--- src/rtl/rv32_pkg.sv ---
// Shared RV32I decode definitions: opcodes, ALU encodings, the decoded
// entry record held in each skid-buffer slot, and the buffer state type.
package rv32_pkg;

  localparam int RV_XLEN = 32;

  localparam logic [6:0] OPC_OP     = 7'h33;
  localparam logic [6:0] OPC_OP_IMM = 7'h13;
  localparam logic [6:0] OPC_LOAD   = 7'h03;
  localparam logic [6:0] OPC_STORE  = 7'h23;
  localparam logic [6:0] OPC_JALR   = 7'h67;
  localparam logic [6:0] OPC_LUI    = 7'h37;
  localparam logic [6:0] OPC_AUIPC  = 7'h17;
  localparam logic [6:0] OPC_JAL    = 7'h6F;
  localparam logic [6:0] OPC_BRANCH = 7'h63;

  localparam logic [6:0] F7_BASE = 7'h00;
  localparam logic [6:0] F7_ALT  = 7'h20;

  localparam logic [2:0] ALU_ADD  = 3'b000;
  localparam logic [2:0] ALU_SLL  = 3'b001;
  localparam logic [2:0] ALU_SLT  = 3'b010;
  localparam logic [2:0] ALU_SLTU = 3'b011;
  localparam logic [2:0] ALU_XOR  = 3'b100;
  localparam logic [2:0] ALU_SR   = 3'b101;
  localparam logic [2:0] ALU_OR   = 3'b110;
  localparam logic [2:0] ALU_AND  = 3'b111;

  typedef struct packed {
    logic [2:0]         funct3;
    logic [6:0]         funct7;
    logic [2:0]         br_funct3;
    logic [4:0]         rs1;
    logic [4:0]         rs2;
    logic [4:0]         rd;
    logic [RV_XLEN-1:0] imm;
    logic               alu_src_imm;
    logic               reg_write;
    logic               is_branch;
    logic               illegal;
    logic [RV_XLEN-1:0] pc;
  } decoded_t;

  typedef enum logic [1:0] {
    SKID_EMPTY = 2'd0,
    SKID_ONE   = 2'd1,
    SKID_TWO   = 2'd2
  } skid_state_t;

  // Writes to x0 are architecturally discarded, so never request them.
  function automatic logic rd_wen(input logic [4:0] rd);
    return (rd != 5'd0);
  endfunction

endpackage

--- src/rtl/rv32_imm_gen.sv ---
// Combinational immediate extraction for the I/S/B/U/J instruction formats.
// Every immediate is sign-extended from instruction bit 31 to XLEN.
module rv32_imm_gen
  import rv32_pkg::*;
#(
  parameter int XLEN = 32
) (
  input  logic [XLEN-1:0] instr,
  output logic [XLEN-1:0] imm_i,
  output logic [XLEN-1:0] imm_s,
  output logic [XLEN-1:0] imm_b,
  output logic [XLEN-1:0] imm_u,
  output logic [XLEN-1:0] imm_j
);

  logic signed [31:0] i32;
  logic signed [31:0] s32;
  logic signed [31:0] b32;
  logic signed [31:0] u32;
  logic signed [31:0] j32;

  assign i32 = {{20{instr[31]}}, instr[31:20]};
  assign s32 = {{20{instr[31]}}, instr[31:25], instr[11:7]};
  assign b32 = {{19{instr[31]}}, instr[31], instr[7], instr[30:25], instr[11:8], 1'b0};
  assign u32 = {instr[31:12], 12'h000};
  assign j32 = {{11{instr[31]}}, instr[31], instr[19:12], instr[20], instr[30:21], 1'b0};

  // Signed size casts keep the sign when XLEN is wider than 32.
  assign imm_i = XLEN'(i32);
  assign imm_s = XLEN'(s32);
  assign imm_b = XLEN'(b32);
  assign imm_u = XLEN'(u32);
  assign imm_j = XLEN'(j32);

endmodule

--- src/rtl/alu_decode_stage.sv ---
// RV32I decode stage feeding the ALU. Instructions are decoded
// combinationally on entry and captured into a 2-entry FIFO skid buffer, so
// every output and in_ready come straight from flops.
module alu_decode_stage
  import rv32_pkg::*;
#(
  parameter int XLEN         = 32,
  parameter bit ILLEGAL_PASS = 1'b1
) (
  input  logic            clk,
  input  logic            rst_n,
  input  logic            flush,
  input  logic            in_valid,
  output logic            in_ready,
  input  logic [XLEN-1:0] in_instr,
  input  logic [XLEN-1:0] in_pc,
  output logic            out_valid,
  input  logic            out_ready,
  output logic [2:0]      out_funct3,
  output logic [6:0]      out_funct7,
  output logic [2:0]      out_br_funct3,
  output logic [4:0]      out_rs1,
  output logic [4:0]      out_rs2,
  output logic [4:0]      out_rd,
  output logic [XLEN-1:0] out_imm,
  output logic            out_alu_src_imm,
  output logic            out_reg_write,
  output logic            out_is_branch,
  output logic            out_illegal,
  output logic [XLEN-1:0] out_pc
);

  logic [XLEN-1:0] imm_i_p0;
  logic [XLEN-1:0] imm_s_p0;
  logic [XLEN-1:0] imm_b_p0;
  logic [XLEN-1:0] imm_u_p0;
  logic [XLEN-1:0] imm_j_p0;

  decoded_t    dec_p0;
  decoded_t    ent0_p1;
  decoded_t    ent1_p1;
  skid_state_t state_q;
  skid_state_t state_d;
  logic        in_ready_q;
  logic        vld_p1;

  logic [6:0]  opc_p0;
  logic [2:0]  f3_p0;
  logic [6:0]  f7_p0;
  logic        legal_p0;
  logic        accept_p0;
  logic        store_p0;
  logic        pop_p1;
  logic        ent0_ld_dec;
  logic        ent0_ld_ent1;
  logic        ent1_ld_dec;

  rv32_imm_gen #(.XLEN(XLEN)) u_imm_gen (
    .instr (in_instr),
    .imm_i (imm_i_p0),
    .imm_s (imm_s_p0),
    .imm_b (imm_b_p0),
    .imm_u (imm_u_p0),
    .imm_j (imm_j_p0)
  );

  // ---- stage p0: combinational decode of the incoming instruction ----
  assign opc_p0 = in_instr[6:0];
  assign f3_p0  = in_instr[14:12];
  assign f7_p0  = in_instr[31:25];

  // Map the raw instruction onto ALU controls and classify legality.
  always_comb begin
    dec_p0           = '0;
    dec_p0.br_funct3 = f3_p0;
    dec_p0.rs1       = in_instr[19:15];
    dec_p0.rs2       = in_instr[24:20];
    dec_p0.rd        = in_instr[11:7];
    dec_p0.pc        = RV_XLEN'(in_pc);
    legal_p0         = 1'b1;
    case (opc_p0)
      OPC_OP: begin
        dec_p0.funct3    = f3_p0;
        dec_p0.funct7    = f7_p0;
        dec_p0.reg_write = rd_wen(in_instr[11:7]);
        legal_p0 = (f7_p0 == F7_BASE) ||
                   ((f7_p0 == F7_ALT) && ((f3_p0 == ALU_ADD) || (f3_p0 == ALU_SR)));
      end
      OPC_OP_IMM: begin
        dec_p0.funct3      = f3_p0;
        dec_p0.funct7      = F7_BASE;
        dec_p0.alu_src_imm = 1'b1;
        dec_p0.reg_write   = rd_wen(in_instr[11:7]);
        dec_p0.imm         = RV_XLEN'(imm_i_p0);
        // Shifts carry only the 5-bit shamt; the upper field is a modifier.
        if (f3_p0 == ALU_SLL) begin
          dec_p0.imm = {{(RV_XLEN-5){1'b0}}, in_instr[24:20]};
          legal_p0   = (f7_p0 == F7_BASE);
        end else if (f3_p0 == ALU_SR) begin
          dec_p0.imm    = {{(RV_XLEN-5){1'b0}}, in_instr[24:20]};
          dec_p0.funct7 = f7_p0;
          legal_p0      = (f7_p0 == F7_BASE) || (f7_p0 == F7_ALT);
        end
      end
      OPC_LOAD, OPC_JALR: begin
        dec_p0.funct3      = ALU_ADD;
        dec_p0.alu_src_imm = 1'b1;
        dec_p0.reg_write   = rd_wen(in_instr[11:7]);
        dec_p0.imm         = RV_XLEN'(imm_i_p0);
      end
      OPC_STORE: begin
        dec_p0.funct3      = ALU_ADD;
        dec_p0.alu_src_imm = 1'b1;
        dec_p0.imm         = RV_XLEN'(imm_s_p0);
      end
      OPC_LUI: begin
        dec_p0.rs1         = 5'd0;
        dec_p0.funct3      = ALU_ADD;
        dec_p0.alu_src_imm = 1'b1;
        dec_p0.reg_write   = rd_wen(in_instr[11:7]);
        dec_p0.imm         = RV_XLEN'(imm_u_p0);
      end
      OPC_AUIPC: begin
        dec_p0.funct3      = ALU_ADD;
        dec_p0.alu_src_imm = 1'b1;
        dec_p0.reg_write   = rd_wen(in_instr[11:7]);
        dec_p0.imm         = RV_XLEN'(imm_u_p0);
      end
      OPC_JAL: begin
        dec_p0.funct3      = ALU_ADD;
        dec_p0.alu_src_imm = 1'b1;
        dec_p0.reg_write   = rd_wen(in_instr[11:7]);
        dec_p0.imm         = RV_XLEN'(imm_j_p0);
      end
      OPC_BRANCH: begin
        dec_p0.is_branch = 1'b1;
        dec_p0.imm       = RV_XLEN'(imm_b_p0);
        // Equality compares subtract; ordered compares reuse SLT/SLTU.
        case (f3_p0)
          3'b000, 3'b001: begin
            dec_p0.funct3 = ALU_ADD;
            dec_p0.funct7 = F7_ALT;
          end
          3'b100, 3'b101: dec_p0.funct3 = ALU_SLT;
          3'b110, 3'b111: dec_p0.funct3 = ALU_SLTU;
          default:        legal_p0      = 1'b0;
        endcase
      end
      default: legal_p0 = 1'b0;
    endcase
    if (in_instr[1:0] != 2'b11) legal_p0 = 1'b0;
    if (!legal_p0) begin
      dec_p0.illegal     = 1'b1;
      dec_p0.funct3      = 3'b000;
      dec_p0.funct7      = F7_BASE;
      dec_p0.reg_write   = 1'b0;
      dec_p0.is_branch   = 1'b0;
      dec_p0.alu_src_imm = 1'b0;
    end
  end

  // An accepted illegal instruction completes its handshake but is only
  // buffered when forwarding of illegal entries is enabled.
  assign accept_p0 = in_valid && in_ready_q;
  assign store_p0  = accept_p0 && (ILLEGAL_PASS || !dec_p0.illegal);
  assign pop_p1    = vld_p1 && out_ready;

  // ---- stage p1: skid buffer control and storage ----
  // Skid-buffer state plus the registered handshake flags derived from it.
  always_ff @(posedge clk) begin
    if (!rst_n) begin
      state_q    <= SKID_EMPTY;
      in_ready_q <= 1'b1;
      vld_p1     <= 1'b0;
    end else begin
      state_q    <= state_d;
      in_ready_q <= (state_d != SKID_TWO);
      vld_p1     <= (state_d != SKID_EMPTY);
    end
  end

  // Occupancy transitions; flush overrides any same-cycle push or pop.
  always_comb begin
    state_d = state_q;
    if (flush) begin
      state_d = SKID_EMPTY;
    end else begin
      case (state_q)
        SKID_EMPTY: if (store_p0) state_d = SKID_ONE;
        SKID_ONE: begin
          if (store_p0 && !pop_p1)      state_d = SKID_TWO;
          else if (pop_p1 && !store_p0) state_d = SKID_EMPTY;
        end
        SKID_TWO:   if (pop_p1) state_d = SKID_ONE;
        default:    state_d = SKID_EMPTY;
      endcase
    end
  end

  // Slot load enables: slot 0 is always the FIFO head presented downstream.
  always_comb begin
    ent0_ld_dec  = 1'b0;
    ent0_ld_ent1 = 1'b0;
    ent1_ld_dec  = 1'b0;
    if (!flush) begin
      case (state_q)
        SKID_EMPTY: ent0_ld_dec = store_p0;
        SKID_ONE: begin
          ent0_ld_dec = store_p0 && pop_p1;
          ent1_ld_dec = store_p0 && !pop_p1;
        end
        SKID_TWO:   ent0_ld_ent1 = pop_p1;
        default:    ent0_ld_dec = 1'b0;
      endcase
    end
  end

  // Slot storage; cleared on reset so the idle outputs read as zero.
  always_ff @(posedge clk) begin
    if (!rst_n) begin
      ent0_p1 <= '0;
      ent1_p1 <= '0;
    end else begin
      if (ent0_ld_dec)       ent0_p1 <= dec_p0;
      else if (ent0_ld_ent1) ent0_p1 <= ent1_p1;
      if (ent1_ld_dec)       ent1_p1 <= dec_p0;
    end
  end

  assign in_ready        = in_ready_q;
  assign out_valid       = vld_p1;
  assign out_funct3      = ent0_p1.funct3;
  assign out_funct7      = ent0_p1.funct7;
  assign out_br_funct3   = ent0_p1.br_funct3;
  assign out_rs1         = ent0_p1.rs1;
  assign out_rs2         = ent0_p1.rs2;
  assign out_rd          = ent0_p1.rd;
  assign out_imm         = XLEN'(ent0_p1.imm);
  assign out_alu_src_imm = ent0_p1.alu_src_imm;
  assign out_reg_write   = ent0_p1.reg_write;
  assign out_is_branch   = ent0_p1.is_branch;
  assign out_illegal     = ent0_p1.illegal;
  assign out_pc          = XLEN'(ent0_p1.pc);

endmodule
--- config.mk ---
export PLATFORM = sky130hd
export DESIGN_NAME = alu_decode_stage
export DESIGN_NICKNAME = d
export VERILOG_FILES = /design/src/rtl/rv32_pkg.sv /design/src/rtl/rv32_imm_gen.sv /design/src/rtl/alu_decode_stage.sv
export SDC_FILE = /design/constraint.sdc
export NUM_CORES = 1
export LEC_CHECK = 0
export CORE_MARGIN = 3
export CORE_UTILIZATION = 47
export DETAILED_ROUTE_END_ITERATION = 16
export PLACE_DENSITY = 0.82
export SKIP_LAST_GASP = 1
export SYNTH_ARGS = -nofsm -noshare
export SYNTH_HDL_FRONTEND = slang
export SYNTH_SLANG_ARGS = --single-unit
export TNS_END_PERCENT = 50
--- constraint.sdc ---
create_clock -name clk -period 2.24 [get_ports clk]
set_clock_uncertainty 0.05 [all_clocks]
set_input_delay 0.224 -clock clk [delete_from_list [all_inputs] [get_ports clk]]
set_output_delay 0.224 -clock clk [all_outputs]
set_load 0.05 [all_outputs]
==> results of run 1 <==
## path summary, 6_finish.rpt
kind / startpoint / cells after the start / endpoint / slack (ns)
min reg2reg: ent1_p1[19] / 2 / ent1_p1[19] / 0.40
max reg2reg: state_q[0] / 6 / ent1_p1[35] / 0.33
max: out_valid / 1 / out_valid / 0.25
min: in_pc[26] / 3 / ent1_p1[26] / 0.32
## stage by stage
| step | utilization, % | cells | setup WS, ns |
|---|---|---|---|
| 2_1_floorplan | - | 907 | 0.246 |
| 3_3_place_gp | 61.8 | 1260 | 0.0205 |
| 3_5_place_dp | 61.8 | 1260 | -0.0341 |
| 4_1_cts | 65.4 | 1292 | 0.244 |
| 5_1_grt | 65.4 | 1292 | 0.209 |
| 6_report | 65.4 | 1292 | 0.252 |
## cell usage in the layout (no fill, tap or decap), types with 4 or more instances in the layout
cell type,Yosys,final
a21oi_1,164,164
a222oi_1,5,5
a22o_1,6,6
a22oi_1,90,90
a31oi_1,11,11
and3_1,6,6
buf_12,0,12
buf_4,6,41
clkbuf_16,0,17
clkdlybuf4s50_1,0,166
clkinvlp_4,0,4
dfxtp_1,196,196
nand2_1,174,174
nand3_1,36,36
nor2_1,26,25
nor4_1,5,5
o21ai_0,25,25
o22ai_1,11,11
o31ai_1,6,6
o32ai_1,6,6
## area by class of cell
class | count | share of cell area, %
tap | 216 | 2.58
timing repair buffer | 219 | 21.1
sequential | 196 | 37.5
clock inverter | 13 | 1.18
clock buffer | 19 | 4.23
multi-input combinational | 625 | 33.2
inverter | 4 | 0.167
## routing by layer
metal | up-vias | GRT usage, %
met5 | - | 0
met4 | 0 | 7.64
met3 | 25 | 4.73
met2 | 349 | 38.7
met1 | 3540 | 33.9
li1 | 3593 | -
## cell families after synthesis
kind of cell           synth area share (%)
AO/OA/AOI/OAI                          27.9
AND/OR/NAND/NOR                        16.0
flip-flops                             50.5
buffers and inverters                  5.12
multiplexers                          0.387
## power by group
| part | switching, mW | internal, mW |
|---|---|---|
| combinational | 0.530 | 0.343 |
| clock | 1.37 | 1.58 |
| sequential | 0.0393 | 3.56 |
| total | 1.94 | 5.48 |
## synth_stat cells (2+ instances only)
library cell	count	area share (%)
nor3_1	3	0.19
o31a_1	2	0.23
o22ai_1	11	0.89
a222oi_1	5	0.64
o32ai_1	6	0.68
nand4bb_1	2	0.29
nand2b_1	3	0.24
mux2i_1	3	0.39
nand3b_1	3	0.29
a22o_1	6	0.68
o21a_1	3	0.29
or3_1	2	0.16
a22oi_1	90	8.7
inv_1	4	0.19
nor4_1	5	0.40
nand3_1	36	2.3
a211oi_1	3	0.29
a211o_1	3	0.34
nand2_1	174	8.4
buf_1	2	0.097
o21ai_0	25	1.6
dfxtp_1	196	51
buf_4	6	0.58
a21oi_1	164	11
or2_1	2	0.16
nor2_1	26	1.3
buf_6	3	0.43
nor3_2	2	0.26
a31oi_1	11	0.89
clkbuf_1	47	2.3
o31ai_1	6	0.58
nor2b_1	3	0.24
and3_1	6	0.48
buf_2	24	1.5
## state kept, by name, indices dropped and copies added, names as in the netlist, 2 cells and up
name           flops
state_q            2
out_funct3         3
out_imm           32
out_funct7         7
out_br_funct3      3
out_rs1            5
out_pc            32
ent1_p1           96
out_rs2            5
out_rd             5
==> metrics.txt, run 1 <==
largest net degree at the start of global routing=a little under 80; Syn-to-layout area delta=34.7%; clk sinks=around 200; total power=between 7 and 8 mW; fraction of layout cells with a size suffix above 1=9.01%; Hold-fix buffers, CTS=0; top cell family by delay on the critical path=buffers and inverters; DR pass1 iterations=6; Achievable Freq=503 MHz; # resized after CTS=0; Max IR drop VDD=0.580 mV; top layer in use=met4; clk root buf=clkbuf_16; P_leak=between 3 and 4 nW; TritonCTS Buffers=17; CP cell instances=clkdlybuf4s50_1; fill count=~1400; number of H-tree levels=4; I/O pins=approximately 170; gr usage total=roughly 24%; number of buffers and inverters on the critical path=1; final instance area=between 10000 and 15000 um2; GPL Wtd Cong=between 0.9 and 1; synthesized area per cell=roughly 8.6 um2; Worst setup SP type=flop; via/cell ratio=between 5 and 6; initial DRC count=roughly 740; multi-input gate area in the final layout=3470 um2; global-route wire length before repair=36100 um; die width=135 um; arrival time at the worst endpoint=roughly 1.7 ns; register area=approximately 3900 um2; Port-buffer cells=roughly 170; Crit Path Class=reg2out; post-synthesis register bit count=196; DRC violations left=0; final hold slack=0.324 ns; final setup violating endpoints=0; core region area=about 16000 um2; Net Count, Synth=976; number of global-route vias before repair=7011; Mapped Area=7770 um2; via count=roughly 7500; WP data required=roughly 2.0 ns; Most used DFF post-synth=dfxtp_1; final hold vios=0; relative slew slack=60.7%; die height=between 100 and 150 um; Period minus WS final=1.99 ns; Distinct cells, synth=between 50 and 60; die area=roughly 18000 um2; Routed WL per cell=roughly 17 um; max_cap viols=0; RSZ-0062 raised after global routing=no; Metal-1 WL=9550 um; total negative slack=0 ns; yosys warns=0; register area share after synthesis=slightly above 50%; pins over their slew limit=0; clk buf depth=2; Crit path largest cell delay=0.85 ns; DRT antenna net count=0; Post-synth EDFFs=0; fin nets=approximately 1100; Starting Density=48.5%; antenna cells=0; status=finished clean; final WL=22300 um; Cells after Synth=~910; row count=46; Post-DP Area=9890 um2; Detail Route met2 WL=between 10000 and 15000 um; HP Class=in2reg; Critical Path Sink Type=primary output; Worst-Skew Late Latency=0.44 ns; Met3 Routed Length=between 1500 and 2000 um; post-DP HPWL=~15000 um; Reg clk slew, reported paths=0.07 ns; power per cell area=709 nW/um2; maximum fanout along the worst path=5; CTS tree=built; period utilisation layout=about nine tenths; Crit-path slowest cell=clkdlybuf4s50_1; transition time at the pin with the least slew margin=slightly below 0.6 ns; initial antenna violation count=0; grt total ovfl=0; Synth async-reset ratio=0%; postcts setup bufs=0
(Power assumes the default switching activity.)
==> run 2, diff against run 1 <==
--- a/config.mk
+++ b/config.mk
@@ -8,6 +8,7 @@
 export CORE_MARGIN = 3
 export CORE_UTILIZATION = 47
 export DETAILED_ROUTE_END_ITERATION = 16
+export HOLD_SLACK_MARGIN = 0.15
 export PLACE_DENSITY = 0.82
 export SKIP_LAST_GASP = 1
 export SYNTH_ARGS = -nofsm -noshare
==> results of run 2 <==
No change in the layout: final DEF, timing and power equal those of run 1.
==> run 3, diff against run 2 <==
--- a/config.mk
+++ b/config.mk
@@ -6,10 +6,10 @@
 export NUM_CORES = 1
 export LEC_CHECK = 0
 export CORE_MARGIN = 3
-export CORE_UTILIZATION = 47
+export CORE_UTILIZATION = 55
 export DETAILED_ROUTE_END_ITERATION = 16
 export HOLD_SLACK_MARGIN = 0.15
-export PLACE_DENSITY = 0.82
+export PLACE_DENSITY = 0.93
 export SKIP_LAST_GASP = 1
 export SYNTH_ARGS = -nofsm -noshare
 export SYNTH_HDL_FRONTEND = slang
==> constraint.sdc (replaced) <==
create_clock -name clk -period 2.3 [get_ports clk]
set_clock_uncertainty 0.05 [all_clocks]
set_input_delay 0.23 -clock clk [delete_from_list [all_inputs] [get_ports clk]]
set_output_delay 0.23 -clock clk [all_outputs]
set_load 0.05 [all_outputs]
==> run 3 against run 2 <==
- wire length up 4.7%
- power up 0.23%
- worst hold slack better by 0.0075 ns
- critical endpoint is now out_imm[24]
- global-route usage up 4.2 points
- via count up 3.9%
- worst setup slack worse by 0.064 ns
==> metrics.txt, run 3 (synthesis gave the netlist of run 1 again) <==
total power=7.44 mW (+0.23%); fill count=876 (-35%); Port-buffer cells=166 (unchanged); clk buf depth=2 (unchanged); postcts setup bufs=0 (unchanged); Syn-to-layout area delta=34.0%; Hold-fix buffers, CTS=0 (unchanged); Achievable Freq=474 MHz; total negative slack=0 ns (unchanged); Crit Path Class=in2reg; global-route wire length before repair=36900 um (+2.3%); WP data required=2.59 ns (+0.62 ns); HP Class=in2reg; initial antenna violation count=0 (unchanged); core region area=13500 um2 (-16%); status=finished clean; final WL=23400 um (+4.7%); worst r2r src=state_q[0]; Routed WL per cell=18.7 um (+8.3%); Max IR drop VDD=0.560 mV (-3.5%); multi-input gate area in the final layout=3470 um2 (unchanged); Reg clk slew, reported paths=0.07 ns (about the same); Final WS setup=0.188 ns (-0.0637 ns); final hold vios=0 (unchanged); DRC violations left=0 (unchanged); initial DRC count=942 (+27%); arrival time at the worst endpoint=2.41 ns (+0.70 ns); Largest register FFs=96 (unchanged); commonest non-fill, non-tap cell in the layout=dfxtp_1; I/O pins=167 (unchanged); Core Util, Final=77.0% (+12 points); post-DP HPWL=15000 um (+0.86%); antenna cells=0 (unchanged); power per cell area=715 nW/um2 (+0.76%); Crit path largest cell delay=0.45 ns (-0.40 ns); Critical Path Sink Type=flop; DR pass1 iterations=6 (unchanged); clk sinks=196 (unchanged); GPL Wtd Cong=0.910 (about the same); worst setup path start=in_instr[2]; Biggest register=ent1_p1; Worst-Skew Late Latency=0.43 ns (about the same); Starting Density=57.5% (+9.0 points); row count=42 (-8.7%); fraction of layout cells with a size suffix above 1=8.57% (-0.44 points); largest net degree at the start of global routing=88 (+14%); Place WS=-0.121 ns (-0.0866 ns); die height=125 um (-7.2%); via count=7801 (+3.9%); CTS tree=built; pins over their slew limit=0 (unchanged); DRT antenna net count=0 (unchanged); grt total ovfl=0 (unchanged); Period minus WS final=2.11 ns; TritonCTS Buffers=17 (unchanged); Finished Layout Cells=1249 (-3.3%); maximum fanout along the worst path=11 (+6); Placed Cells=1217 (-3.4%); # resized after CTS=0 (unchanged); max_cap viols=0 (unchanged); FF-to-FF setup slack=0.20 ns (-0.13 ns); number of H-tree levels=4 (unchanged); fin nets=1129 (-0.27%); commonest cells after routing, fill and taps aside=dfxtp_1, nand2_1, clkdlybuf4s50_1; relative slew slack=61.7% (+0.99 points); transition time at the pin with the least slew margin=0.573 ns (-0.0148 ns); Crit-path slowest cell=clkdlybuf4s50_1; final setup violating endpoints=0 (unchanged); worst min-delay path startpoint=in_pc[16]; register area=3920 um2 (unchanged); die area=15600 um2 (-14%); number of global-route vias before repair=7369 (+5.1%); clk root buf=clkbuf_16; Worst setup SP type=input pin; CP cell instances=clkdlybuf4s50_1 -> nand4bb_1 -> a2111oi_4 -> buf_4 -> o21a_1 -> a21oi_1 -> o22ai_1; gr usage total=28.6% (+4.2 points); via/cell ratio=6.25 (+7.5%); RSZ-0062 raised after global routing=no; period utilisation layout=91.8%; die width=125 um (-7.2%); P_leak=3.51 nW (+0.19%)
run 3: cell types whose count changed in the layout (fill, tap and decap cells not counted), sizes merged:
cell and delta:
buf -3, clkbuf +3, bufinv +2, clkinvlp -2, inv -2, clkinv -1
run 3: final cells by class:
class                   instances  share of cell area (%)
inverters                       4                   0.168
clock buffers                  22                    4.46
clock inverters                10                    1.39
flip-flops and latches        196                    37.7
repair buffers                216                    20.8
multi-input cells             625                    33.4
well taps                     176                    2.12
run 3: path summary, 6_finish.rpt:
check	end	depth (start not counted)
max	out_imm[24]	7
max reg2reg	out_pc[16]	6
min reg2reg	ent1_p1[80]	2
min	ent1_p1[16]	3
run 3: through the flow:
step | hold slack (ns) | cell area, um2
after global routing | 0.329 | 10400
after global placement | 0.388 | 9800
after CTS | 0.319 | 10400
after detailed placement | 0.395 | 9800
final | 0.332 | 10400
after floorplan | 0.316 | 7770
run 3: routing by layer:
metal / GRT usage, % / wire, um / vias up
met5: 0 / 0 / -
met4: 10.2 / 652 / 0
li1: - / - / 3583
met3: 6.48 / 2150 / 62
met2: 47.0 / 11300 / 461
met1: 37.0 / 9310 / 3695
run 3: power breakdown:
part | internal, mW | total (mW) | switching [mW]
sequential | 3.46 | 3.50 | 0.0415
combinational | 0.335 | 0.863 | 0.528
clock | 1.78 | 3.07 | 1.29
total | 5.58 | 7.44 | 1.86
run 3: critical path: cells and delay by family:
kind | cells | cell delay, ns
buffers and inverters | 2 | 0.64
AOI/OAI and AO/OA | 4 | 1.18
and+or+nand+nor | 1 | 0.35
